### src/rtl/write_combine_buffer_pkg.sv
// Shared types and address-field helpers for the write-combining buffer.
package write_combine_buffer_pkg;

  typedef enum logic [1:0] {
    WCB_IDLE,
    WCB_COLLECT,
    WCB_DRAIN
  } wcb_state_t;

  // Lowest address bit of the word offset (byte-within-word bits lie below it).
  function automatic int wcb_off_lo(input int word_w);
    return $clog2(word_w / 8);
  endfunction

  // One past the highest word-offset bit; the tag starts here.
  function automatic int wcb_off_hi(input int line_w);
    return $clog2(line_w / 8);
  endfunction

  // Width of the word-offset field.
  function automatic int wcb_off_w(input int word_w, input int line_w);
    return wcb_off_hi(line_w) - wcb_off_lo(word_w);
  endfunction

  // Idle timer width; kept at least one bit so a disabled timeout still elaborates.
  function automatic int wcb_timer_w(input int timeout);
    return (timeout > 0) ? $clog2(timeout + 1) : 1;
  endfunction

endpackage

### src/rtl/write_combine_buffer_line_byte_merge.sv
// Combinational merge of one byte-enabled word into a line image and its byte mask.
module line_byte_merge #(
  parameter int WORD_W = 16,
  parameter int LINE_W = 128,
  parameter int OFF_W  = $clog2(LINE_W / WORD_W)
) (
  input  logic [LINE_W-1:0]   line_in,
  input  logic [LINE_W/8-1:0] mask_in,
  input  logic [WORD_W-1:0]   word,
  input  logic [WORD_W/8-1:0] byte_en,
  input  logic [OFF_W-1:0]    offset,
  output logic [LINE_W-1:0]   line_out,
  output logic [LINE_W/8-1:0] mask_out
);

  localparam int unsigned WB  = WORD_W / 8;
  localparam int unsigned WPL = LINE_W / WORD_W;

  // Overlay enabled bytes of the word onto the selected word slot; other bytes pass through.
  always_comb begin
    line_out = line_in;
    mask_out = mask_in;
    for (int unsigned w = 0; w < WPL; w++) begin
      if (offset == OFF_W'(w)) begin
        for (int unsigned k = 0; k < WB; k++) begin
          if (byte_en[k]) begin
            line_out[(w*WB+k)*8 +: 8] = word[k*8 +: 8];
            mask_out[w*WB+k]          = 1'b1;
          end
        end
      end
    end
  end

endmodule

### src/rtl/write_combine_buffer.sv
// Single-line write-combining buffer: collects byte-enabled word stores to one
// line and hands the merged line plus byte mask to the cache via valid/ready.
module write_combine_buffer
  import write_combine_buffer_pkg::*;
#(
  parameter int ADDR_W  = 16,
  parameter int WORD_W  = 16,
  parameter int LINE_W  = 128,
  parameter int TIMEOUT = 15
) (
  input  logic                clk,
  input  logic                rst_n,
  input  logic                wr_valid,
  output logic                wr_ready,
  input  logic [ADDR_W-1:0]   wr_addr,
  input  logic [WORD_W-1:0]   wr_data,
  input  logic [WORD_W/8-1:0] wr_byte_en,
  input  logic                flush,
  output logic                line_valid,
  input  logic                line_ready,
  output logic [ADDR_W-1:0]   line_addr,
  output logic [LINE_W-1:0]   line_data,
  output logic [LINE_W/8-1:0] line_byte_en,
  output logic                empty
);

  localparam int OFF_LO = wcb_off_lo(WORD_W);
  localparam int OFF_HI = wcb_off_hi(LINE_W);
  localparam int OFF_W  = wcb_off_w(WORD_W, LINE_W);
  localparam int TAG_W  = ADDR_W - OFF_HI;
  localparam int TMR_W  = wcb_timer_w(TIMEOUT);
  localparam int LB     = LINE_W / 8;

  wcb_state_t        state_q, state_next;
  logic [TAG_W-1:0]  tag_q, tag_next;
  logic [LINE_W-1:0] data_q, data_next;
  logic [LB-1:0]     mask_q, mask_next;
  logic [TMR_W-1:0]  timer_q, timer_next;

  logic [TAG_W-1:0]  wr_tag;
  logic [OFF_W-1:0]  wr_off;
  logic              tag_hit;
  logic [LINE_W-1:0] merged_data;
  logic [LB-1:0]     merged_mask;
  logic              timed_out;

  assign wr_tag  = wr_addr[ADDR_W-1:OFF_HI];
  assign wr_off  = wr_addr[OFF_HI-1:OFF_LO];
  assign tag_hit = (wr_tag == tag_q);

  generate
    if (OFF_LO > 0) begin : g_lo_bits
      logic unused_lo_bits;
      assign unused_lo_bits = ^wr_addr[OFF_LO-1:0];
    end
  endgenerate

  // The data/mask registers are all-zero whenever the FSM is idle, so one
  // merge against the registered image serves both the first and later stores.
  line_byte_merge #(
    .WORD_W (WORD_W),
    .LINE_W (LINE_W),
    .OFF_W  (OFF_W)
  ) u_merge (
    .line_in  (data_q),
    .mask_in  (mask_q),
    .word     (wr_data),
    .byte_en  (wr_byte_en),
    .offset   (wr_off),
    .line_out (merged_data),
    .mask_out (merged_mask)
  );

  // Idle-timeout detection; a zero TIMEOUT never fires.
  always_comb begin
    timed_out = 1'b0;
    if (TIMEOUT > 0) begin
      timed_out = (timer_q == TMR_W'(TIMEOUT - 1));
    end
  end

  // Next-state, register updates and store-port handshake.
  always_comb begin
    state_next = state_q;
    tag_next   = tag_q;
    data_next  = data_q;
    mask_next  = mask_q;
    timer_next = timer_q;
    wr_ready   = 1'b0;

    case (state_q)
      WCB_IDLE: begin
        wr_ready = 1'b1;
        if (wr_valid && (|wr_byte_en)) begin
          tag_next   = wr_tag;
          data_next  = merged_data;
          mask_next  = merged_mask;
          timer_next = '0;
          state_next = (&merged_mask) ? WCB_DRAIN : WCB_COLLECT;
        end
      end

      WCB_COLLECT: begin
        wr_ready = !(wr_valid && !tag_hit) && !flush;
        if (flush || (wr_valid && !tag_hit)) begin
          state_next = WCB_DRAIN;
        end else if (wr_valid) begin
          data_next  = merged_data;
          mask_next  = merged_mask;
          timer_next = '0;
          if (&merged_mask) begin
            state_next = WCB_DRAIN;
          end
        end else if (timed_out) begin
          state_next = WCB_DRAIN;
        end else if (TIMEOUT > 0) begin
          timer_next = timer_q + TMR_W'(1);
        end
      end

      WCB_DRAIN: begin
        if (line_ready) begin
          data_next  = '0;
          mask_next  = '0;
          timer_next = '0;
          state_next = WCB_IDLE;
        end
      end

      default: begin
        state_next = WCB_IDLE;
      end
    endcase
  end

  // State, tag, line image, mask and idle timer registers.
  always_ff @(posedge clk or negedge rst_n) begin
    if (!rst_n) begin
      state_q <= WCB_IDLE;
      tag_q   <= '0;
      data_q  <= '0;
      mask_q  <= '0;
      timer_q <= '0;
    end else begin
      state_q <= state_next;
      tag_q   <= tag_next;
      data_q  <= data_next;
      mask_q  <= mask_next;
      timer_q <= timer_next;
    end
  end

  assign line_valid   = (state_q == WCB_DRAIN);
  assign empty        = (state_q == WCB_IDLE);
  assign line_addr    = {tag_q, {OFF_HI{1'b0}}};
  assign line_data    = data_q;
  assign line_byte_en = mask_q;

  // A presented line must hold still until the consumer takes it.
  a_line_stable: assert property (@(posedge clk) disable iff (!rst_n)
    (line_valid && !line_ready) |=>
      (line_valid && $stable(line_addr) && $stable(line_data) && $stable(line_byte_en)));

  // Stores are never accepted while a line is being handed off.
  a_no_store_in_drain: assert property (@(posedge clk) disable iff (!rst_n)
    !(line_valid && wr_ready));

endmodule

### config.mk
export PLATFORM = sky130hd
export DESIGN_NAME = write_combine_buffer
export DESIGN_NICKNAME = d
export VERILOG_FILES = /design/src/rtl/write_combine_buffer_pkg.sv /design/src/rtl/write_combine_buffer_line_byte_merge.sv /design/src/rtl/write_combine_buffer.sv
export SDC_FILE = /design/constraint.sdc
export NUM_CORES = 1
export LEC_CHECK = 0
export ABC_AREA = 1
export CAP_MARGIN = 20
export CORE_MARGIN = 2
export CORE_UTILIZATION = 53
export DETAILED_ROUTE_END_ITERATION = 6
export PLACE_DENSITY_LB_ADDON = 0.08
export SYNTH_ARGS = -nofsm -noshare
export SYNTH_HDL_FRONTEND = slang
export SYNTH_SLANG_ARGS = --single-unit
### constraint.sdc
create_clock -name clk -period 2.65 [get_ports clk]
set_input_delay 0.53 -clock clk [delete_from_list [all_inputs] [get_ports clk]]
set_output_delay 0.53 -clock clk [all_outputs]
set_load 0.02 [all_outputs]
==> metrics.md, run 1 <==
| Metric | Value |
|---|---|
| Hold Path Class | in2async |
| Postcts setup bufs | 0 |
| Worst clock skew | 0.005360 ns |
| Reg-to-Reg End | line_data[75]$_DFFE_PN0P_ |
| Die H | 124.3 um |
| Cell depth of the worst flop-to-flop path | 10 |
| Fin worst setup slack | 0.2821 ns |
| Core area | 13,990 um^2 |
| Crit-path cells | clkdlybuf4s50_1 > xnor2_1 > nand2_1 > nor2_1 > nand3_1 > nand2_1 > nand3_1 > nand2_1 > clkbuf_2 |
| Max-Cap Viols | 0 |
| CTS root buf | clkbuf_16 |
| CP dominant cell by count | nand2_1 |
| Endpoint type of the worst setup path | output port |
| Number of global-route vias before repair | 6,727 |
| Asr flop ratio synth | 100.0% |
| Area Overhead vs Synth | 39.31% |
| Ant diodes | 0 |
| DP Worst Slack | -0.1608 ns |
| CTS max path bufs | 2 |
| Actual slew at the worst max-slew pin | 0.6549 ns |
| Post-Layout Inst Area | 10,680 um^2 |
| All-layer global routing usage | 27.95% |
| Dominant cells by area after synthesis | dfrtp_1 53%, nand2_1 17%, nand4_1 10% |
| Placement Rows | 43 |
| Crit path from | wr_addr[14] |
| Die ar. | 15,440 um^2 |
| Hold Violations, Final | 0 |
| Synth area leader | dfrtp_1 |
| CTS Sinks | 162 |
| VDD IR max | 745.1 uV |
| Clock latency at the later pin of the worst-skew pair | 0.42 ns |
| Largest net degree at the start of global routing | 73 |
| Distinct cells, synth | 28 |
| Flop2flop setup slack | 0.52 ns |
| Yosys warns | 0 |
| Vias per cell | 5.539 |
| Die Wd | 124.3 um |
| Startpoint types | input port |
| Final setup vio count | 0 |
| Mean Syn Cell Area | 8.743 um^2 |
| Via count | 7,195 |
| Top cell type's share of synthesized area | 52.87% |
| Routed WL per cell | 16.72 um |
| CTS tree | built |
| Critical R2R Launch | state_q[0]$_DFFE_PN0P_ |
| FF+latch count, synth | 162 |
| 1st-iter DRT viols | 700 |
| DR pass1 iterations | 5 |
| CP max FO | 2 |
| Worst EP required | 2.12 ns |
| Status | complete, no violations |
| Slowest-stage cell, CP | clkdlybuf4s50_1 |
| Netlist Area Pre-Place | 7667 um^2 |
| Sequential area share after synthesis | 52.87% |
| Setup TNS | 0 ns |
| Area after DPL | 10,090 um^2 |
| CP max stage delay | 0.49 ns |
| Cells after synthesis | 877 |
| Final Wtd Congestion | 0.8176 |
| DRC violations left | 0 |
| H-tree Lvls | 4 |
| PD cells | 1309 nW/um^2 |
| Hold-fix buffers, CTS | 0 |
| Post-DP HPWL | 14,710 um |
| Drt total wl | 21,720 um |
| Max-slew violations | 0 |
| Static Leak | 5.123 nW |
| Routed Antenna Nets | 0 |
| Fin nets | 1,148 |
| CTS buffer count | 17 |
| Number of port buffers | 196 |
| RSZ-0062 raised after global routing | false |
| Initial core utilization | 54.81% |
| Crit path time final | 2.368 ns |
| Critical path class | in2out |
| CP Data Arrival Time | 1.84 ns |
| Relative slew margins | 56.18% |
| First-pass GRT wire length | 35,000 um |
| Clk slew on worst S/H paths | 0.06 ns |
| Initial antenna violation count | 0 |
| Post-synth EDFFs | 0 |
| Max frequency | 422.3 MHz |
| IO Pins | 202 |
| Ys flop type | dfrtp_1 |
| Share of cells above drive strength 1 | 10.72% |
| Final Cycle Share | 89.35% |
| Grt ovf | 0 |
-- per-layer routing --
metal	up-vias	track usage, %	share of wire, %
met4	0	9.518	2.5
met5	-	0	0
li1	3418	-	-
met1	3442	37.06	42
met2	288	45.81	48
met3	47	6.143	6.8
-- flip-flops by register name (all words and copies together) (netlist names) --
name          count
line_data       128
line_byte_en     16
tag_q            12
timer_q           4
state_q           2
-- Yosys cell counts (7+ instances only) --
library cell	n
nand4_1	128
buf_6	17
buf_2	15
o21ai_1	31
nand3_4	10
nand2_1	354
nor2_1	36
mux2_2	7
inv_1	34
xnor2_1	8
nand3_1	18
dfrtp_1	162
o21bai_1	17
o21ai_0	9
buf_4	8
-- where the power goes --
group | internal [mW] | switching, mW
Sequential | 3.49 | 0.677
Combinational | 3.08 | 4.27
Clock | 1.43 | 1.04
-- per-stage QoR --
step                utilization (%)  power, mW  hold WS [ns]  instances
global placement              72.16      11.36        0.4525       1268
detailed placement            72.16      11.51        0.4574       1268
global route                  76.36      14.75       0.09090       1299
CTS                           76.39      14.02       0.06218       1299
floorplan                         -      8.234        0.2344        880
finish                        76.36      13.98       0.05016       1299
-- layout by cell type, fill, tap and decap left out, types with 9 or more instances in the layout --
cell type        count
nand3_1             18
o21ai_1             31
nand3_4             10
clkdlybuf4s50_1    194
nand2_1            353
clkbuf_16           17
buf_12              11
inv_1               34
o21ai_0              9
o21bai_1            17
nor2_1              36
nand4_1            128
dfrtp_1            162
buf_4               46
-- worst max-delay path: cells and delay by family --
family / cells / cell delay [ns]
buf+inv: 2 / 0.65
simple gates: 6 / 0.53
xor+xnor: 1 / 0.13
-- layout make-up --
cell class                      count  area (um^2)
Sequential cell                   162         4054
Fill cell                        1020         3307
Multi-Input combinational cell    634         3141
Timing Repair Buffer              253         2524
Clock buffer                       18        439.2
Tap cell                          180        225.2
Clock inverter                     13        152.6
Inverter                           39        146.4
-- how the worst max path moves through the flow --
stage | to | slack (ns) | depth (start not counted)
finish | wr_ready | 0.28 | 9
detailed placement | wr_ready | -0.16 | 9
CTS | wr_ready | 0.10 | 9
floorplan | line_data[67]$_DFFE_PN0P_ | 0.78 | 10
global route | wr_ready | 0.07 | 11
global placement | wr_ready | -0.13 | 9
-- cells by family (layout without fill, tap and decap cells) --
| group | Yosys count | after routing | share of synthesized area, % |
|---|---|---|---|
| and+or+nand+nor | 552 | 552 | 33.73 |
| DFF | 162 | 162 | 52.87 |
| buffers and inverters | 84 | 323 | 6.413 |
| AOI/OAI and AO/OA | 60 | 60 | 4.553 |
| xor gates and xnor gates | 9 | 9 | 1.028 |
| muxes | 7 | 7 | 1.028 |
| adders and majority gates | 2 | 2 | 0.3263 |
| other | 1 | 4 | 0.04891 |
-- what timing repair did --
| action | 4_1_cts | 5_1_grt |
|---|---|---|
| resized for setup | 1 | 2 |
| endpoints found under the setup margin | 1 | 1 |
| hold endpoints to repair | 0 | 0 |
Note: power is estimated with default switching activity, not from simulation.
==> run 2: changes to the inputs <==
- CORE_MARGIN: 2 -> 4
- HOLD_SLACK_MARGIN: default -> 0.03
==> metrics.md, run 2 (synthesis gave the netlist of run 1 again) <==
| Metric | Value |
|---|---|
| Initial antenna violation count | 0 (unchanged) |
| Crit-path cells | clkdlybuf4s50_1 > nand2_1 > nand2_1 > nand2_1 > nor2_1 > nand3_1 > nand2_1 > nand3_1 > nand2_1 > dlygate4sd2_1 |
| Hold-fix buffers, CTS | 0 (unchanged) |
| Die ar. | 16,450 um^2 (+6.5%) |
| Most common cell after layout, fill and taps aside | nand2_1 |
| Grt met3 use | 6.375% (+0.23 points) |
| CP dominant cell by count | nand2_1 |
| Met1 Use GR | 36.29% (-0.77 points) |
| Worst EP required | 2.12 ns (about the same) |
| Worst clock skew | 0.01097 ns (+0.005614 ns) |
| Static Leak | 5.102 nW (-0.42%) |
| Final Wtd Congestion | 0.8037 (-1.7%) |
| Routed Antenna Nets | 0 (unchanged) |
| Share of cells above drive strength 1 | 10.63% (-0.099 points) |
| Largest net degree at the start of global routing | 63 (-14%) |
| Relative slew margins | 61.91% (+5.7 points) |
| Max FFs per register | 128 (unchanged) |
| Number of port buffers | 196 (unchanged) |
| PD cells | 1302 nW/um^2 (-0.54%) |
| Max frequency | 392.0 MHz (-7.2%) |
| Drt total wl | 22,010 um (+1.3%) |
| Top cell family by delay on the critical path | buffers and inverters |
| First-pass GRT wire length | 34,820 um (-0.51%) |
| Clk slew on worst S/H paths | 0.06 ns (about the same) |
| Area after DPL | 10,080 um^2 (-0.12%) |
| Met2 usage in global routing | 43.37% (-2.4 points) |
| Post-cts resize count | 1 (unchanged) |
| Sequential power share | 30.1% (+0.3 points) |
| All-layer global routing usage | 26.91% (-1.0 points) |
| Status | complete, no violations |
| Ant diodes | 0 (unchanged) |
| DR pass1 iterations | 5 (unchanged) |
| Number of global-route vias before repair | 6,732 (+0.074%) |
| VDD IR max | 862.7 uV (+16%) |
| Grt ovf | 0 (unchanged) |
| 1st-iter DRT viols | 642 (-8.3%) |
| Vias per cell | 5.456 (-1.5%) |
| Clock Power Share | 16.9% (-0.7 points) |
| Clock latency at the later pin of the worst-skew pair | 0.43 ns (about the same) |
| CTS buffer count | 17 (unchanged) |
| Endpoint type of the worst setup path | output port |
| Critical path class | in2out |
| Switch share | 43.25% (+0.42 points) |
| Via count | 7,093 (-1.4%) |
| Fin worst setup slack | 0.09884 ns (-0.1833 ns) |
| Core Util, Final | 75.76% (-0.60 points) |
| H-tree Lvls | 4 (unchanged) |
| Crit path time final | 2.551 ns (+0.1833 ns) |
| Actual slew at the worst max-slew pin | 0.5713 ns (-0.08358 ns) |
| DP Cell Count | 1,268 (unchanged) |
| RSZ-0062 raised after global routing | false |
| CTS tree | built |
| Post-Layout Inst Area | 10,640 um^2 (-0.40%) |
| CTS Sinks | 162 (unchanged) |
| CP Data Arrival Time | 2.02 ns (+0.18 ns) |
| DRC violations left | 0 (unchanged) |
| Post-DP HPWL | 15,350 um (+4.4%) |
| IO Pins | 202 (unchanged) |
| Fin nets | 1,148 (unchanged) |
| DP Worst Slack | -0.1606 ns (+0.0001170 ns) |
| CP max stage delay | 0.50 ns (about the same) |
| Gr busiest metal | met2 |
| Core area | 14,040 um^2 (+0.38%) |
| Hold Path Class | in2async |
| Setup TNS | 0 ns (unchanged) |
| Startpoint types | input port |
| Buf/Inv on CP | 2 (unchanged) |
| CTS root buf | clkbuf_16 |
| Initial core utilization | 54.60% (-0.21 points) |
| Slowest-stage cell, CP | clkdlybuf4s50_1 |
| Fillcell total | 1,056 (+3.5%) |
| Hold Violations, Final | 0 (unchanged) |
| Comb pwr share | 52.9% (+0.4 points) |
| Routed WL per cell | 16.93 um (+1.3%) |
| CP max FO | 2 (unchanged) |
| Max-Cap Viols | 0 (unchanged) |
| Final setup vio count | 0 (unchanged) |
| Commonest cells after routing, fill and taps aside | 353 x nand2_1, 194 x clkdlybuf4s50_1, 162 x dfrtp_1 |
| Int Power | 7.862 mW (-1.7%) |
| Die H | 128.3 um (+3.2%) |
| Fin cells | 1,300 (+0.077%) |
| Postcts setup bufs | 0 (unchanged) |
| Final Cycle Share | 96.27% (+6.9 points) |
| Sw Pwr | 5.992 mW (about the same) |
| CTS max path bufs | 2 (unchanged) |
| Placement Rows | 43 (unchanged) |
| Max-slew violations | 0 (unchanged) |
| Crit path from | wr_addr[13] |
| Die Wd | 128.3 um (+3.2%) |
| Critical R2R Launch | tag_q[8]$_DFFE_PN0P_ |
| Area Overhead vs Synth | 38.76% |
## run 2: cell types whose count changed in the layout (fill, tap and decap cells not counted), sizes merged
cell | before | now
bufinv | 2 | 1
clkbuf | 19 | 18
dlygate4sd2 | 0 | 1
clkinvlp | 2 | 3
inv | 43 | 44
## run 2: through the flow
stage	power, mW	hold WS [ns]
after floorplan	8.234	0.2344
after global placement	11.36	0.4521
after detailed placement	11.52	0.4579
after CTS	13.89	0.08998
after global routing	14.66	0.1144
final	13.85	0.08002
## run 2: layer usage
metal  wire (um)  share of wire (%)  vias up
met4         486                2.2        0
met5           0                  0        -
li1            -                  -     3421
met1        9184                 42     3350
met3        1616                7.3       43
met2       10720                 49      279
## run 2: layout make-up
cell class                 instances  area (um^2)  area share, %
multi-input combinational        634         3141          29.52
inverter                          39        146.4          1.376
timing repair buffer             253         2515          23.64
clock buffer                      18        429.2          4.034
tap                              180        225.2          2.117
sequential                       162         4054          38.10
clock inverter                    14        128.9          1.211
## run 2: path summary, 6_finish.rpt
check                                               end  slack [ns]  depth (start not counted)
min reg2reg                   line_data[24]$_DFFE_PN0P_        0.47                          2
min in group clk              line_data[24]$_DFFE_PN0P_        0.47                          2
min                           line_data[24]$_DFFE_PN0P_        0.08                          1
max                                            wr_ready         0.1                         10
max in group asynchronous  line_byte_en[13]$_DFFE_PN0P_        1.88                          2
max reg2reg                  line_data[109]$_DFFE_PN0P_        0.51                         14
## run 2: power groups by stage
stage / Sequential (mW) / Combinational (mW) / Clock, mW
final: 4.18 / 7.33 / 2.35
after global routing: 4.30 / 7.88 / 2.48
after CTS: 4.17 / 7.34 / 2.37
after detailed placement: 4.20 / 7.32 / 0
after global placement: 4.18 / 7.18 / 0
after floorplan: 5.28 / 2.95 / 0
==> run 3: changes to the inputs <==
- CORE_UTILIZATION: 53 -> 58
- SYNTH_HIERARCHICAL: default -> 1
==> metrics.md, run 3 <==
| Metric | Value |
|---|---|
| Status | complete, no violations |
| Dominant cells by area after synthesis | dfrtp_1 36%, nand2_1 33%, nand3_1 6.8% |
| Flop2flop setup slack | 0.65 ns (+0.14 ns) |
| Final Cycle Share | 93.81% (-2.5 points) |
| Die H | 146.5 um (+14%) |
| Via count | 11,720 (+65%) |
| Mean Syn Cell Area | 6.134 um^2 (-30%) |
| Slowest-stage cell, CP | clkdlybuf4s50_1 |
| Clock latency at the later pin of the worst-skew pair | 0.44 ns (about the same) |
| Placement Rows | 50 (+16%) |
| Relative slew margins | 52.55% (-9.4 points) |
| Drt total wl | 34,620 um (+57%) |
| Max-slew violations | 0 (unchanged) |
| Number of global-route vias before repair | 10,710 (+59%) |
| RSZ-0062 raised after global routing | false |
| 1st-iter DRT viols | 1,254 (+95%) |
| Initial core utilization | 59.29% (+4.7 points) |
| Vias per cell | 5.277 (-3.3%) |
| Core area | 18,770 um^2 (+34%) |
| CTS buffer count | 17 (unchanged) |
| Critical path class | in2out |
| Critical R2R Launch | tag_q[7]$_DFFE_PN0P_ |
| CTS tree | built |
| CTS max path bufs | 2 (unchanged) |
| Area Overhead vs Synth | 24.12% |
| Clk slew on worst S/H paths | 0.07 ns (about the same) |
| Max FFs per register | 128 (unchanged) |
| Fin cells | 2,221 (+71%) |
| Crit path time final | 2.486 ns (-0.06516 ns) |
| All-layer global routing usage | 31.70% (+4.8 points) |
| DR pass1 iterations | 6 (+1) |
| CP max stage delay | 0.52 ns (+0.02 ns) |
| Max frequency | 402.3 MHz (+2.6%) |
| Most common cell after layout, fill and taps aside | nand2_1 |
| Top-count cell post-synth | nand2_1 |
| Asr flop ratio synth | 100.0% (unchanged) |
| Static Leak | 7.525 nW (+47%) |
| Fin nets | 2,015 (+76%) |
| PD cells | 1028 nW/um^2 (-21%) |
| CP Data Arrival Time | 1.96 ns (-0.06 ns) |
| Startpoint types | input port |
| CP max FO | 2 (unchanged) |
| Synth area leader | dfrtp_1 |
| CTS Sinks | 162 (unchanged) |
| Final Wtd Congestion | 0.8342 (+3.8%) |
| Buf/Inv on CP | 2 (unchanged) |
| Hold Violations, Final | 0 (unchanged) |
| Commonest cells after routing, fill and taps aside | 992 x nand2_1, 194 x clkdlybuf4s50_1, 162 x inv_1, 162 x dfrtp_1, 157 x nor2_1 |
| Ant diodes | 0 (unchanged) |
| Actual slew at the worst max-slew pin | 0.7118 ns (+0.1405 ns) |
| Crit-path cells | clkdlybuf4s50_1 > xnor2_1 > nand2_1 > nor2_1 > nand3_1 > nand2_1 > nand2_1 > o21ai_0 > clkbuf_2 |
| Critical Path Stages | 9 (-1) |
| Hold EP | line_byte_en[8]$_DFFE_PN0P_ |
| Sequential area share after synthesis | 36.43% (-16 points) |
| Post-synth EDFFs | 0 (unchanged) |
| Cells after synthesis | 1,814 (+110%) |
| Routed WL per cell | 15.59 um (-7.9%) |
| Worst clock skew | 0.01156 ns (+0.0005829 ns) |
| Post-DP HPWL | 21,710 um (+41%) |
| DRC violations left | 0 (unchanged) |
| FF+latch count, synth | 162 (unchanged) |
| VDD IR max | 812.4 uV (-5.8%) |
| DP Cell Count | 2,188 (+73%) |
| Yosys warns | 6 (+6) |
| Distinct cells, synth | 36 (+29%) |
| Top cell family by delay on the critical path | buffers and inverters |
| Number of port buffers | 196 (unchanged) |
| Largest net degree at the start of global routing | 145 (+130%) |
| Worst Hold Path Cells | 2 |
| Routed Antenna Nets | 0 (unchanged) |
| H-tree Lvls | 4 (unchanged) |
| Setup TNS | 0 ns (unchanged) |
| CTS root buf | clkbuf_16 |
| Hold Path Class | reg2reg |
| Ys flop type | dfrtp_1 |
| Worst Hold Launch | line_byte_en[8]$_DFFE_PN0P_ |
| Share of cells above drive strength 1 | 6.039% (-4.6 points) |
| Commonest cells post-synth | 992 x nand2_1, 162 x dfrtp_1, 162 x inv_1, 157 x nor2_1, 152 x nand3_1 |
| CP dominant cell by count | nand2_1 |
| Die ar. | 21,460 um^2 (+30%) |
| Worst EP required | 2.12 ns (about the same) |
| Die Wd | 146.5 um (+14%) |
| Area after DPL | 13,240 um^2 (+31%) |
| Netlist Area Pre-Place | 11,130 um^2 (+45%) |
| Reg-to-Reg End | line_data[67]$_DFFE_PN0P_ |
| Postcts setup bufs | 0 (unchanged) |
| First-pass GRT wire length | 55,480 um (+59%) |
| Final setup vio count | 0 (unchanged) |
| Post-Layout Inst Area | 13,810 um^2 (+30%) |
| Endpoint type of the worst setup path | output port |
| Grt ovf | 0 (unchanged) |
| Cell depth of the worst flop-to-flop path | 12 (-2) |
| IO Pins | 202 (unchanged) |
| Top cell type's share of synthesized area | 36.43% (-16 points) |
| Initial antenna violation count | 0 (unchanged) |
| Max-Cap Viols | 0 (unchanged) |
==> run 3: cell count changes after synthesis, moves of 36 or more <==
cell     before  now
buf_2        15   51
inv_1        34  162
nand2_1     354  992
nand3_1      18  152
nand4_1     128    1
nor2_1       36  157
==> run 3: worst max path at each step <==
| stage | start | slack (ns) | end |
|---|---|---|---|
| CTS | wr_addr[11] | 0.01 | wr_ready |
| finish | wr_addr[11] | 0.16 | wr_ready |
| global placement | wr_addr[8] | -0.19 | wr_ready |
| floorplan | wr_addr[12] | 0.63 | wr_ready |
| global route | wr_addr[11] | 0.03 | wr_ready |
| detailed placement | wr_addr[11] | -0.25 | wr_ready |
==> run 3: cell families after synthesis <==
group	after synthesis	synth area share, %
compound gates	24	1.462
flops	162	36.43
mux	7	0.7085
simple gates	1335	48.26
xor+xnor	9	0.7085
other cells	1	0.03370
buf+inv	274	12.17
fa+ha+maj	2	0.2249
==> run 3: tightest hold or removal path: cells and delay by family, from the launching register on <==
| kind | cells | cell delay [ns] |
|---|---|---|
| flip-flops | 1 | 0.37 |
| AND/OR/NAND/NOR | 2 | 0.11 |
==> run 3: cell type report <==
| type | instances | area (um^2) |
|---|---|---|
| Fill cell | 1573 | 4957 |
| Multi-Input combinational cell | 1381 | 5747 |
| Tap cell | 234 | 292.8 |
| Sequential cell | 162 | 4054 |
| Clock inverter | 14 | 133.9 |
| Timing Repair Buffer | 241 | 2486 |
| Inverter | 171 | 668.1 |
| Clock buffer | 18 | 429.2 |
==> run 3: where the power goes <==
part / switching [mW] / total [mW] / leakage, nW / internal, mW
Combinational: 4.61 / 7.62 / 5.09 / 3.01
Sequential: 0.895 / 4.16 / 2.18 / 3.26
Clock: 1.11 / 2.42 / 0.260 / 1.30
==> run 3: what timing repair did <==
item | 4_1_cts | 5_1_grt
hold buffers | 1 | 0
gates resized for setup | 1 | 3
endpoints found under the setup margin | 1 | 1
hold endpoints to repair | 32 | 0
==> run 3: per-stage QoR <==
stage	setup slack, ns	utilization [%]	power [mW]	hold WS [ns]
6_report	0.1640	73.59	14.19	0.5015
5_1_grt	0.03030	73.59	15.16	0.5250
4_1_cts	0.01193	73.61	14.19	0.5022
3_5_place_dp	-0.2493	70.56	11.75	0.4534
3_3_place_gp	-0.1860	70.56	11.56	0.4483
2_1_floorplan	0.6291	-	8.869	0.2344
==> run 3: layer usage <==
layer	vias to the layer above	wire length, um	track usage, %
met2	595	15950	50.68
met1	5304	13760	41.61
met3	86	3543	7.542
li1	5735	-	-
met4	0	1369	12.98
met5	-	0	0
